File: src/rtl/seq_det_pkg.sv
// Shared types and helpers for the parametrised serial pattern detector.
package seq_det_pkg;

  // Detector FSM states; encodings are fixed so they read the same in any dump.
  typedef enum logic [1:0] {
    StIdle   = 2'd0,
    StFill   = 2'd1,
    StSearch = 2'd2
  } state_e;

  // Widest pattern the mask helper supports; PAT_W must not exceed this.
  localparam int unsigned MaxPatW = 64;

  // Mask with the low 'len' bits set; selects the live part of history/pattern.
  function automatic logic [MaxPatW-1:0] len_mask(input int unsigned len);
    logic [MaxPatW-1:0] m;
    m = '0;
    for (int unsigned i = 0; i < MaxPatW; i++) begin
      if (i < len) m[i] = 1'b1;
    end
    return m;
  endfunction

endpackage

File: src/rtl/seq_det_hist.sv
// History shift register with saturating fill counter. Exposes the post-shift
// view so the compare can include the bit arriving in the current cycle.
module seq_det_hist #(
  parameter int unsigned PatW = 8,
  parameter int unsigned LenW = 4
) (
  input  logic            clk_i,
  input  logic            rst_i,
  input  logic            clear_i,
  input  logic            shift_i,
  input  logic            bit_i,
  input  logic [LenW-1:0] len_i,
  output logic [PatW-1:0] hist_shift_o,
  output logic [LenW-1:0] fill_shift_o
);

  logic [PatW-1:0] hist_q, hist_d;
  logic [LenW-1:0] fill_q, fill_d;

  // Post-shift view: what history/fill become if the current bit is accepted.
  always_comb begin
    hist_shift_o = {hist_q[PatW-2:0], bit_i};
    fill_shift_o = (fill_q < len_i) ? fill_q + LenW'(1) : fill_q;
  end

  // Clear wins over shift so a match in non-overlap mode empties the history.
  always_comb begin
    hist_d = hist_q;
    fill_d = fill_q;
    if (clear_i) begin
      hist_d = '0;
      fill_d = '0;
    end else if (shift_i) begin
      hist_d = hist_shift_o;
      fill_d = fill_shift_o;
    end
  end

  // History and fill registers.
  always_ff @(posedge clk_i or posedge rst_i) begin
    if (rst_i) begin
      hist_q <= '0;
      fill_q <= '0;
    end else begin
      hist_q <= hist_d;
      fill_q <= fill_d;
    end
  end

endmodule

File: src/rtl/seq_detector_param.sv
// Parametrised serial bit-pattern detector with runtime-programmable pattern,
// length and overlap mode. Optional saturating match counter is enabled by
// defining SEQ_DET_MATCH_COUNT_EN; otherwise match_cnt is tied to zero.
module seq_detector_param
  import seq_det_pkg::*;
#(
  parameter int unsigned PAT_W = 8,
  parameter int unsigned LEN_W = $clog2(PAT_W + 1),
  parameter int unsigned CNT_W = 8
) (
  input  logic             clk,
  input  logic             rst,
  input  logic             cfg_load,
  input  logic [PAT_W-1:0] cfg_pattern,
  input  logic [LEN_W-1:0] cfg_len,
  input  logic             cfg_overlap,
  input  logic             in_valid,
  input  logic             in_bit,
  output logic             match,
  output logic             cfg_err,
  output logic [CNT_W-1:0] match_cnt
);

  state_e             state_q, state_d;
  logic [PAT_W-1:0]   pattern_q, pattern_d;
  logic [LEN_W-1:0]   len_q, len_d;
  logic               overlap_q, overlap_d;
  logic               cfg_err_q, cfg_err_d;
  logic               match_q, match_d;

  logic               cfg_legal;
  logic               shift_en;
  logic               hit;
  logic               hist_clear;
  logic [MaxPatW-1:0] mask;
  logic [PAT_W-1:0]   hist_shift;
  logic [LEN_W-1:0]   fill_shift;

  seq_det_hist #(
    .PatW (PAT_W),
    .LenW (LEN_W)
  ) u_hist (
    .clk_i        (clk),
    .rst_i        (rst),
    .clear_i      (hist_clear),
    .shift_i      (shift_en),
    .bit_i        (in_bit),
    .len_i        (len_q),
    .hist_shift_o (hist_shift),
    .fill_shift_o (fill_shift)
  );

  // Compare post-shift history against the pattern over the low len bits only.
  always_comb begin
    cfg_legal  = (cfg_len != '0) && (cfg_len <= LEN_W'(PAT_W));
    mask       = len_mask(32'(len_q));
    shift_en   = in_valid && !cfg_load && (state_q != StIdle);
    hit        = shift_en && (fill_shift == len_q) &&
                 ((MaxPatW'(hist_shift ^ pattern_q) & mask) == '0);
    hist_clear = cfg_load || (hit && !overlap_q);
  end

  // Next-state: config latch, FSM sequencing and the registered match pulse.
  always_comb begin
    state_d   = state_q;
    pattern_d = pattern_q;
    len_d     = len_q;
    overlap_d = overlap_q;
    cfg_err_d = cfg_err_q;
    match_d   = hit;
    if (cfg_load) begin
      pattern_d = cfg_pattern;
      len_d     = cfg_len;
      overlap_d = cfg_overlap;
      cfg_err_d = !cfg_legal;
      match_d   = 1'b0;
      state_d   = cfg_legal ? StFill : StIdle;
    end else begin
      unique case (state_q)
        StIdle: state_d = StIdle;
        StFill: begin
          if (shift_en && (fill_shift == len_q)) begin
            state_d = (hit && !overlap_q) ? StFill : StSearch;
          end
        end
        StSearch: begin
          if (hit && !overlap_q) state_d = StFill;
        end
        default: state_d = StIdle;
      endcase
    end
  end

  // Configuration, FSM and match registers.
  always_ff @(posedge clk or posedge rst) begin
    if (rst) begin
      state_q   <= StIdle;
      pattern_q <= '0;
      len_q     <= '0;
      overlap_q <= 1'b0;
      cfg_err_q <= 1'b0;
      match_q   <= 1'b0;
    end else begin
      state_q   <= state_d;
      pattern_q <= pattern_d;
      len_q     <= len_d;
      overlap_q <= overlap_d;
      cfg_err_q <= cfg_err_d;
      match_q   <= match_d;
    end
  end

`ifdef SEQ_DET_MATCH_COUNT_EN
  logic [CNT_W-1:0] cnt_q, cnt_d;

  // Saturating count of matches; moves on the same edge that raises match.
  always_comb begin
    cnt_d = cnt_q;
    if (cfg_load) begin
      cnt_d = '0;
    end else if (hit && (cnt_q != '1)) begin
      cnt_d = cnt_q + CNT_W'(1);
    end
  end

  // Match counter register.
  always_ff @(posedge clk or posedge rst) begin
    if (rst) cnt_q <= '0;
    else     cnt_q <= cnt_d;
  end

  assign match_cnt = cnt_q;
`else
  assign match_cnt = '0;
`endif

  assign match   = match_q;
  assign cfg_err = cfg_err_q;

endmodule
File: config.mk
export PLATFORM = sky130hd
export DESIGN_NAME = seq_detector_param
export DESIGN_NICKNAME = d
export VERILOG_FILES = /design/src/rtl/seq_det_pkg.sv /design/src/rtl/seq_det_hist.sv /design/src/rtl/seq_detector_param.sv
export SDC_FILE = /design/constraint.sdc
export NUM_CORES = 1
export LEC_CHECK = 0
export ABC_AREA = 1
export CELL_PAD_IN_SITES_DETAIL_PLACEMENT = 2
export CELL_PAD_IN_SITES_GLOBAL_PLACEMENT = 2
export CORE_MARGIN = 4
export CORE_UTILIZATION = 30
export DETAILED_ROUTE_END_ITERATION = 10
export GPL_TIMING_DRIVEN = 0
export PLACE_DENSITY_LB_ADDON = 0.1
export SYNTH_ARGS = -nofsm -noshare
export SYNTH_HDL_FRONTEND = slang
export SYNTH_SLANG_ARGS = --single-unit
export TNS_END_PERCENT = 10
File: constraint.sdc
create_clock -name clk -period 3.3 [get_ports clk]
set_input_delay 0.66 -clock clk [delete_from_list [all_inputs] [get_ports clk]]
set_output_delay 0.66 -clock clk [all_outputs]
set_load 0.1 [all_outputs]
==> flow_summary.ini, run 1 <==
[sta]
setup_viol_count_final = 0
rsz0062_at_grt = false
finalCritPeriodShare = 0.783
timing.clock.skew_ns = 0.00321
finalHoldViolations = 0
worst_pin_slew_ns = 1.14
fmax_ghz = 0.387
finalMaxSlewViolations = 0
min_period_ns = 2.58
tns_ns = 0
slew_headroom = 0.236

[logic_synthesis]
synth_edf_count = 0
yosys.area.top_type = dfrtp_1
synth_compound_area_frac = 0.103
netlist_area_um2 = 1720
yosysSeqAreaShare = 0.407
avgSynthCellArea_um2 = 8.05
synth_top_family_by_area = simple AND/OR/NAND/NOR gates
synth_top_area_frac = 0.407
synth_mux_area_frac = 0
synthAdderAreaFrac = 0.0508
synth_xor_area_frac = 0.0305
ys_seq_elements = 28
ys_warn_count = 0
synth_top_flop_cell = dfrtp_1
synthSimpleGateAreaFrac = 0.296
netlist_top_cells_area = dfrtp_1 (41%), nand2_1 (12%), inv_1 (5.9%), ha_1 (5.1%), nand3_1 (4.9%)
yosysUniqueCellTypes = 33
netlist_instances = 214
async_flop_share = 1.00

[worst_setup_path]
critical_path.max_fanout = 10
cp.required_ns = 3.47
r2r-start = len_q[3]
reg2reg_depth = 14
start_kind = register
crit_end = u_hist.hist_q[1]
worstReg2RegEnd = u_hist.hist_q[1]
crit_start = len_q[3]
ff2ff_setup_slack_ns = 0.72
critPathKind = register to register
critPathCaptureType = register
cp.arrival_ns = 2.75

[floorplan]
die_area_um2 = 7020
chipWidth_um = 83.8
pin_count = 28
dieHeight_um = 83.8
start_util = 0.311
coreArea_um2 = 5540
std_cell_rows = 27

[grt]
grt_max_degree = 29
antenna_found_initial = 0
grt_pass1_vias = 1701
grt_overflow_total = 0
grt_pass1_wl_mm = 7.96
grt_use_total = 0.139

[detailed_routing]
drtAntennaViolNets = 0
routedWlPerCell_um = 14.4
avgViaCountPerCell = 4.69
num_vias = 1483
dr.pass1.iters = 3
drc_errors = 0
drtIter0Drc = 29
drt_wl_total_mm = 4.56

[finish]
fin_area_um2 = 2080
diodes = 0
syn2layout_area_growth_pct = 21.0
nFillCells = 650
final_nets = 270
drive_gt1_frac = 0.131

[clocking]
insertion_delay_ns = 0.28
cts-root-buf = clkbuf_8
cts_max_level = 1
cts_made_buffers = 3
cts_tree = built
cts.sinks = 28
hold_buffers = 0
clk_pin_slew_ns = 0.10
post_cts_buffers = 0
cts_buffer_depth = 2
ctsResizeCount = 0

[min_path]
holdCritPathClass = register to register

[run_status]
status = finished, final reports clean

[power_and_ir_drop]
vdd_drop_max_uv = 130
p_per_area_nw_per_um2 = 432
power.leakage_nw = 1.02

[placement]
port-buffer-count = 19
place_hpwl_mm = 3.63
placement.cell_area_um2 = 2030
gp_congestion = 0.747

[flow_run]
max_cap_viol_count = 0
sequential cells by signal, indices dropped and copies added, names as in the netlist:
register       cells
u_hist.fill_q      4
len_q              4
state_q            2
pattern_q          8
match              1
overlap_q          1
u_hist.hist_q      7
cfg_err            1
critical path, cell delays in order (launching register included):
cell and delay [ns]:
dfrtp_1 0.43, inv_1 0.15, ha_1 0.37, a21oi_4 0.27, and2_1 0.20, nand2_1 0.06
nand2_1 0.09, nand2_1 0.08, nand2_1 0.09, nand2_2 0.07, nor2_4 0.11, nand4_4 0.16
nand3b_2 0.14, buf_6 0.16, o22ai_1 0.09
kinds of logic after synthesis:
family / Yosys count
other: 1
AND/OR/NAND/NOR: 102
flip-flops: 28
AO/OA/AOI/OAI: 29
XOR/XNOR: 6
adder cells (fa/ha/maj): 7
buffers and inverters: 41
per-layer routing:
metal	global-route usage	routed length (um)
met4	0.0351	41
met1	0.167	2040
met5	0	0
met2	0.257	2410
met3	0.0197	71
layout by cell type (no fill, tap or decap), types with 2 or more instances in the layout:
master	n
nor3_1	2
o21ai_1	2
nand3_1	17
inv_1	27
nor2_1	3
nand2_4	2
nand2_1	57
dfrtp_1	28
buf_4	8
xor2_1	5
conb_1	8
inv_2	2
ha_1	7
nor2_4	2
clkbuf_8	4
o22ai_1	10
clkbuf_1	3
nand2_2	5
nor2_2	2
nand4_1	5
o21ai_0	13
clkdlybuf4s50_1	19
worst min path at each step:
stage | startpoint | endpoint | slack, ns | cells after the start
3_3_place_gp | cfg_err | cfg_err | 0.47 | 2
4_1_cts | cfg_err | cfg_err | 0.52 | 2
3_5_place_dp | cfg_err | cfg_err | 0.48 | 2
2_1_floorplan | pattern_q[1] | pattern_q[1] | 0.46 | 2
6_report | cfg_err | cfg_err | 0.51 | 2
5_1_grt | pattern_q[1] | pattern_q[1] | 0.56 | 2
cells in the mapped netlist (all sizes together), types with 2 or more instances:
| cell | instances |
|---|---|
| nand3 | 18 |
| a21oi | 2 |
| xor2 | 5 |
| o21ai | 15 |
| nand3b | 2 |
| o22ai | 10 |
| clkbuf | 3 |
| nor2 | 7 |
| buf | 9 |
| nor3 | 2 |
| nand2 | 64 |
| nand4 | 6 |
| dfrtp | 28 |
| ha | 7 |
| inv | 29 |
metrics by stage:
stage               power (W)  utilization  cells  setup WS (ns)  hold WS, ns
CTS                  0.000917        0.376    316          0.694        0.520
global placement     0.000680        0.366    312          0.674        0.473
finish               0.000900        0.376    316          0.717        0.510
floorplan            0.000609            -    221           1.14        0.461
detailed placement   0.000686        0.366    312          0.654        0.485
global route         0.000965        0.376    316          0.499        0.557
power breakdown:
| group | switching (W) | internal, W | leakage, nW |
|---|---|---|---|
| clock network | 0.000117 | 0.000107 | 0.0288 |
| registers | 0.0000250 | 0.000368 | 0.363 |
| logic | 0.000188 | 0.0000954 | 0.626 |
| total | 0.000330 | 0.000570 | 1.02 |
area by class of cell:
| class | count | area, um2 | area share |
|---|---|---|---|
| clock buffers | 4 | 55.1 | 0.0264 |
| flip-flops and latches | 28 | 701 | 0.336 |
| multi-input cells | 152 | 857 | 0.411 |
| plain buffers | 12 | 82.6 | 0.0396 |
| inverters | 29 | 109 | 0.0522 |
| repair buffers | 19 | 190 | 0.0912 |
| well taps | 72 | 90.1 | 0.0432 |
Note: power is estimated with default switching activity, not from simulation.
==> run 2, diff against run 1 <==
--- a/config.mk
+++ b/config.mk
@@ -9,7 +9,7 @@
 export CELL_PAD_IN_SITES_DETAIL_PLACEMENT = 2
 export CELL_PAD_IN_SITES_GLOBAL_PLACEMENT = 2
 export CORE_MARGIN = 4
-export CORE_UTILIZATION = 30
+export CORE_UTILIZATION = 28
 export DETAILED_ROUTE_END_ITERATION = 10
 export GPL_TIMING_DRIVEN = 0
 export PLACE_DENSITY_LB_ADDON = 0.1
==> constraint.sdc (replaced) <==
create_clock -name clk -period 2.3 [get_ports clk]
set_input_delay 0.46 -clock clk [delete_from_list [all_inputs] [get_ports clk]]
set_output_delay 0.46 -clock clk [all_outputs]
set_load 0.1 [all_outputs]
==> run 2 against run 1 <==
Net effect:
- first-iteration DRC count decreased by 34%
- critical path type is now register to output port
- clock skew about the same
- sequential power rose by 42%
- hold slack got worse by 0.0036 ns
==> flow_summary.ini, run 2 (synthesis gave the netlist of run 1 again) <==
[power_and_ir_drop]
vdd_drop_max_uv = 231
clkPwrFrac = 0.239
p_per_area_nw_per_um2 = 596
switching_share = 0.370
power.leakage_nw = 1.09
power_switching_w = 0.000508
p_seq_frac = 0.408
comb_power_share = 0.352
p_int_w = 0.000863

[min_path]
holdCritPathClass = register to register

[floorplan]
chipWidth_um = 86.4
die_area_um2 = 7470
dieHeight_um = 86.4
pin_count = 28
std_cell_rows = 28
coreArea_um2 = 5960
start_util = 0.289

[worst_setup_path]
critPathMaxStageDelay_ns = 1.14
cp_slowest_cell = clkdlybuf4s50_1
ff2ff_setup_slack_ns = 0.15
cp.required_ns = 1.84
cp.arrival_ns = 1.80
critPathKind = register to output port
start_kind = register
crit_chain = clkdlybuf4s50_1
critical_path.max_fanout = 2
cpLargestDelayFamily = buffers and inverters
path_buf_inv = 1
critPathCaptureType = output port

[sta]
fmax_ghz = 0.443
timing.clock.skew_ns = 0.00273
tns_ns = 0
finalMaxSlewViolations = 0
finalHoldViolations = 0
slew_headroom = 0.256
worst_pin_slew_ns = 1.11
finalCritPeriodShare = 0.981
min_period_ns = 2.26
setup_viol_count_final = 0
hold_ws_ns = 0.507

[clocking]
cts-root-buf = clkbuf_8
cts_tree = built
cts_max_level = 1
cts_made_buffers = 3
cts.sinks = 28
insertion_delay_ns = 0.28
cts_buffer_depth = 2
clk_pin_slew_ns = 0.10

[finish]
nFillCells = 720
top_regs = pattern_q x8, u_hist.hist_q x7
largest_register = pattern_q
finish.utilization = 0.386
mostFrequentLayoutCells = nand2_1 (48), dfrtp_1 (26), inv_1 (23)
diodes = 0
largest_reg_flops = 8
final_nets = 283
syn2layout_area_growth_pct = 33.4
drive_gt1_frac = 0.265
final_common_cell = nand2_1

[grt]
grt_max_degree = 29
grt_pass1_wl_mm = 7.87
grt_pass1_vias = 1660
antenna_found_initial = 0
grt_use_total = 0.135
grt_overflow_total = 0

[placement]
port-buffer-count = 19
place_hpwl_mm = 3.64
gp_congestion = 0.728

[detailed_routing]
dr.pass1.iters = 4
drt_wl_total_mm = 4.89
routedWlPerCell_um = 14.7
drtAntennaViolNets = 0
avgViaCountPerCell = 4.62
num_vias = 1534
drtIter0Drc = 19
drc_errors = 0

[run_status]
status = finished, final reports clean

[flow_run]
max_cap_viol_count = 0
run 2: power groups by stage:
stage / Clock [W] / Sequential [W] / Combinational (W)
3_5_place_dp: 0 / 0.000573 / 0.000410
5_1_grt: 0.000368 / 0.000566 / 0.000537
6_report: 0.000328 / 0.000559 / 0.000483
2_1_floorplan: 0 / 0.000575 / 0.000298
4_1_cts: 0.000341 / 0.000562 / 0.000423
3_3_place_gp: 0 / 0.000572 / 0.000405
run 2: timing repair:
item / 4_1_cts / 5_1_grt
cloned: 0 / 0
setup endpoints to repair: 14 / 13
pin swaps: 1 / 11
resized for setup: 3 / 28
setup buffers: 4 / 9
hold buffers: 0 / 0
run 2: final cells by class:
class,count,area [um2],area share
Buffer,12,86.3,0.0376
Clock buffer,4,55.1,0.0240
Inverter,29,109,0.0474
Multi-Input combinational cell,152,956,0.416
Sequential cell,28,703,0.306
Tap cell,75,93.8,0.0408
Timing Repair Buffer,32,295,0.128
run 2: final timing paths:
kind	startpoint	endpoint	cells after the start
min in group asynchronous	rst	u_hist.hist_q[6]	2
min	cfg_err	cfg_err	2
max in group asynchronous	rst	u_hist.fill_q[1]	2
max	cfg_err	cfg_err	1
min reg2reg	cfg_err	cfg_err	2
max reg2reg	len_q[1]	u_hist.fill_q[2]	15
run 2: per-stage QoR:
stage / instance area (um2) / cells / power, W / setup slack (ns)
after floorplan: 1750 / 221 / 0.000873 / 0.142
after global placement: 2030 / 315 / 0.000977 / -0.222
after detailed placement: 2030 / 315 / 0.000983 / -0.248
after CTS: 2120 / 323 / 0.00133 / 0.0270
after global routing: 2300 / 332 / 0.00147 / -0.0204
final: 2300 / 332 / 0.00137 / 0.0428
run 2: worst register-to-register path, cell delays in order (launching register included):
cell      delay (ns)
dfrtp_1         0.41
inv_2           0.11
ha_1            0.24
nand2_1         0.08
nand2_2         0.06
nand2_4         0.12
nand2_4         0.09
nand2_2         0.08
nand2_2         0.05
nand2_1         0.07
nand2_2         0.06
nor2_4          0.11
nand4_4         0.19
nand3b_4        0.14
buf_8           0.14
o22ai_1         0.08
run 2: layer usage:
metal,up-vias,GRT usage,part of all wire
li1,768,-,-
met1,751,0.161,0.45
met2,9,0.252,0.53
met3,6,0.0171,0.013
met4,0,0.0382,0.012
met5,-,0,0
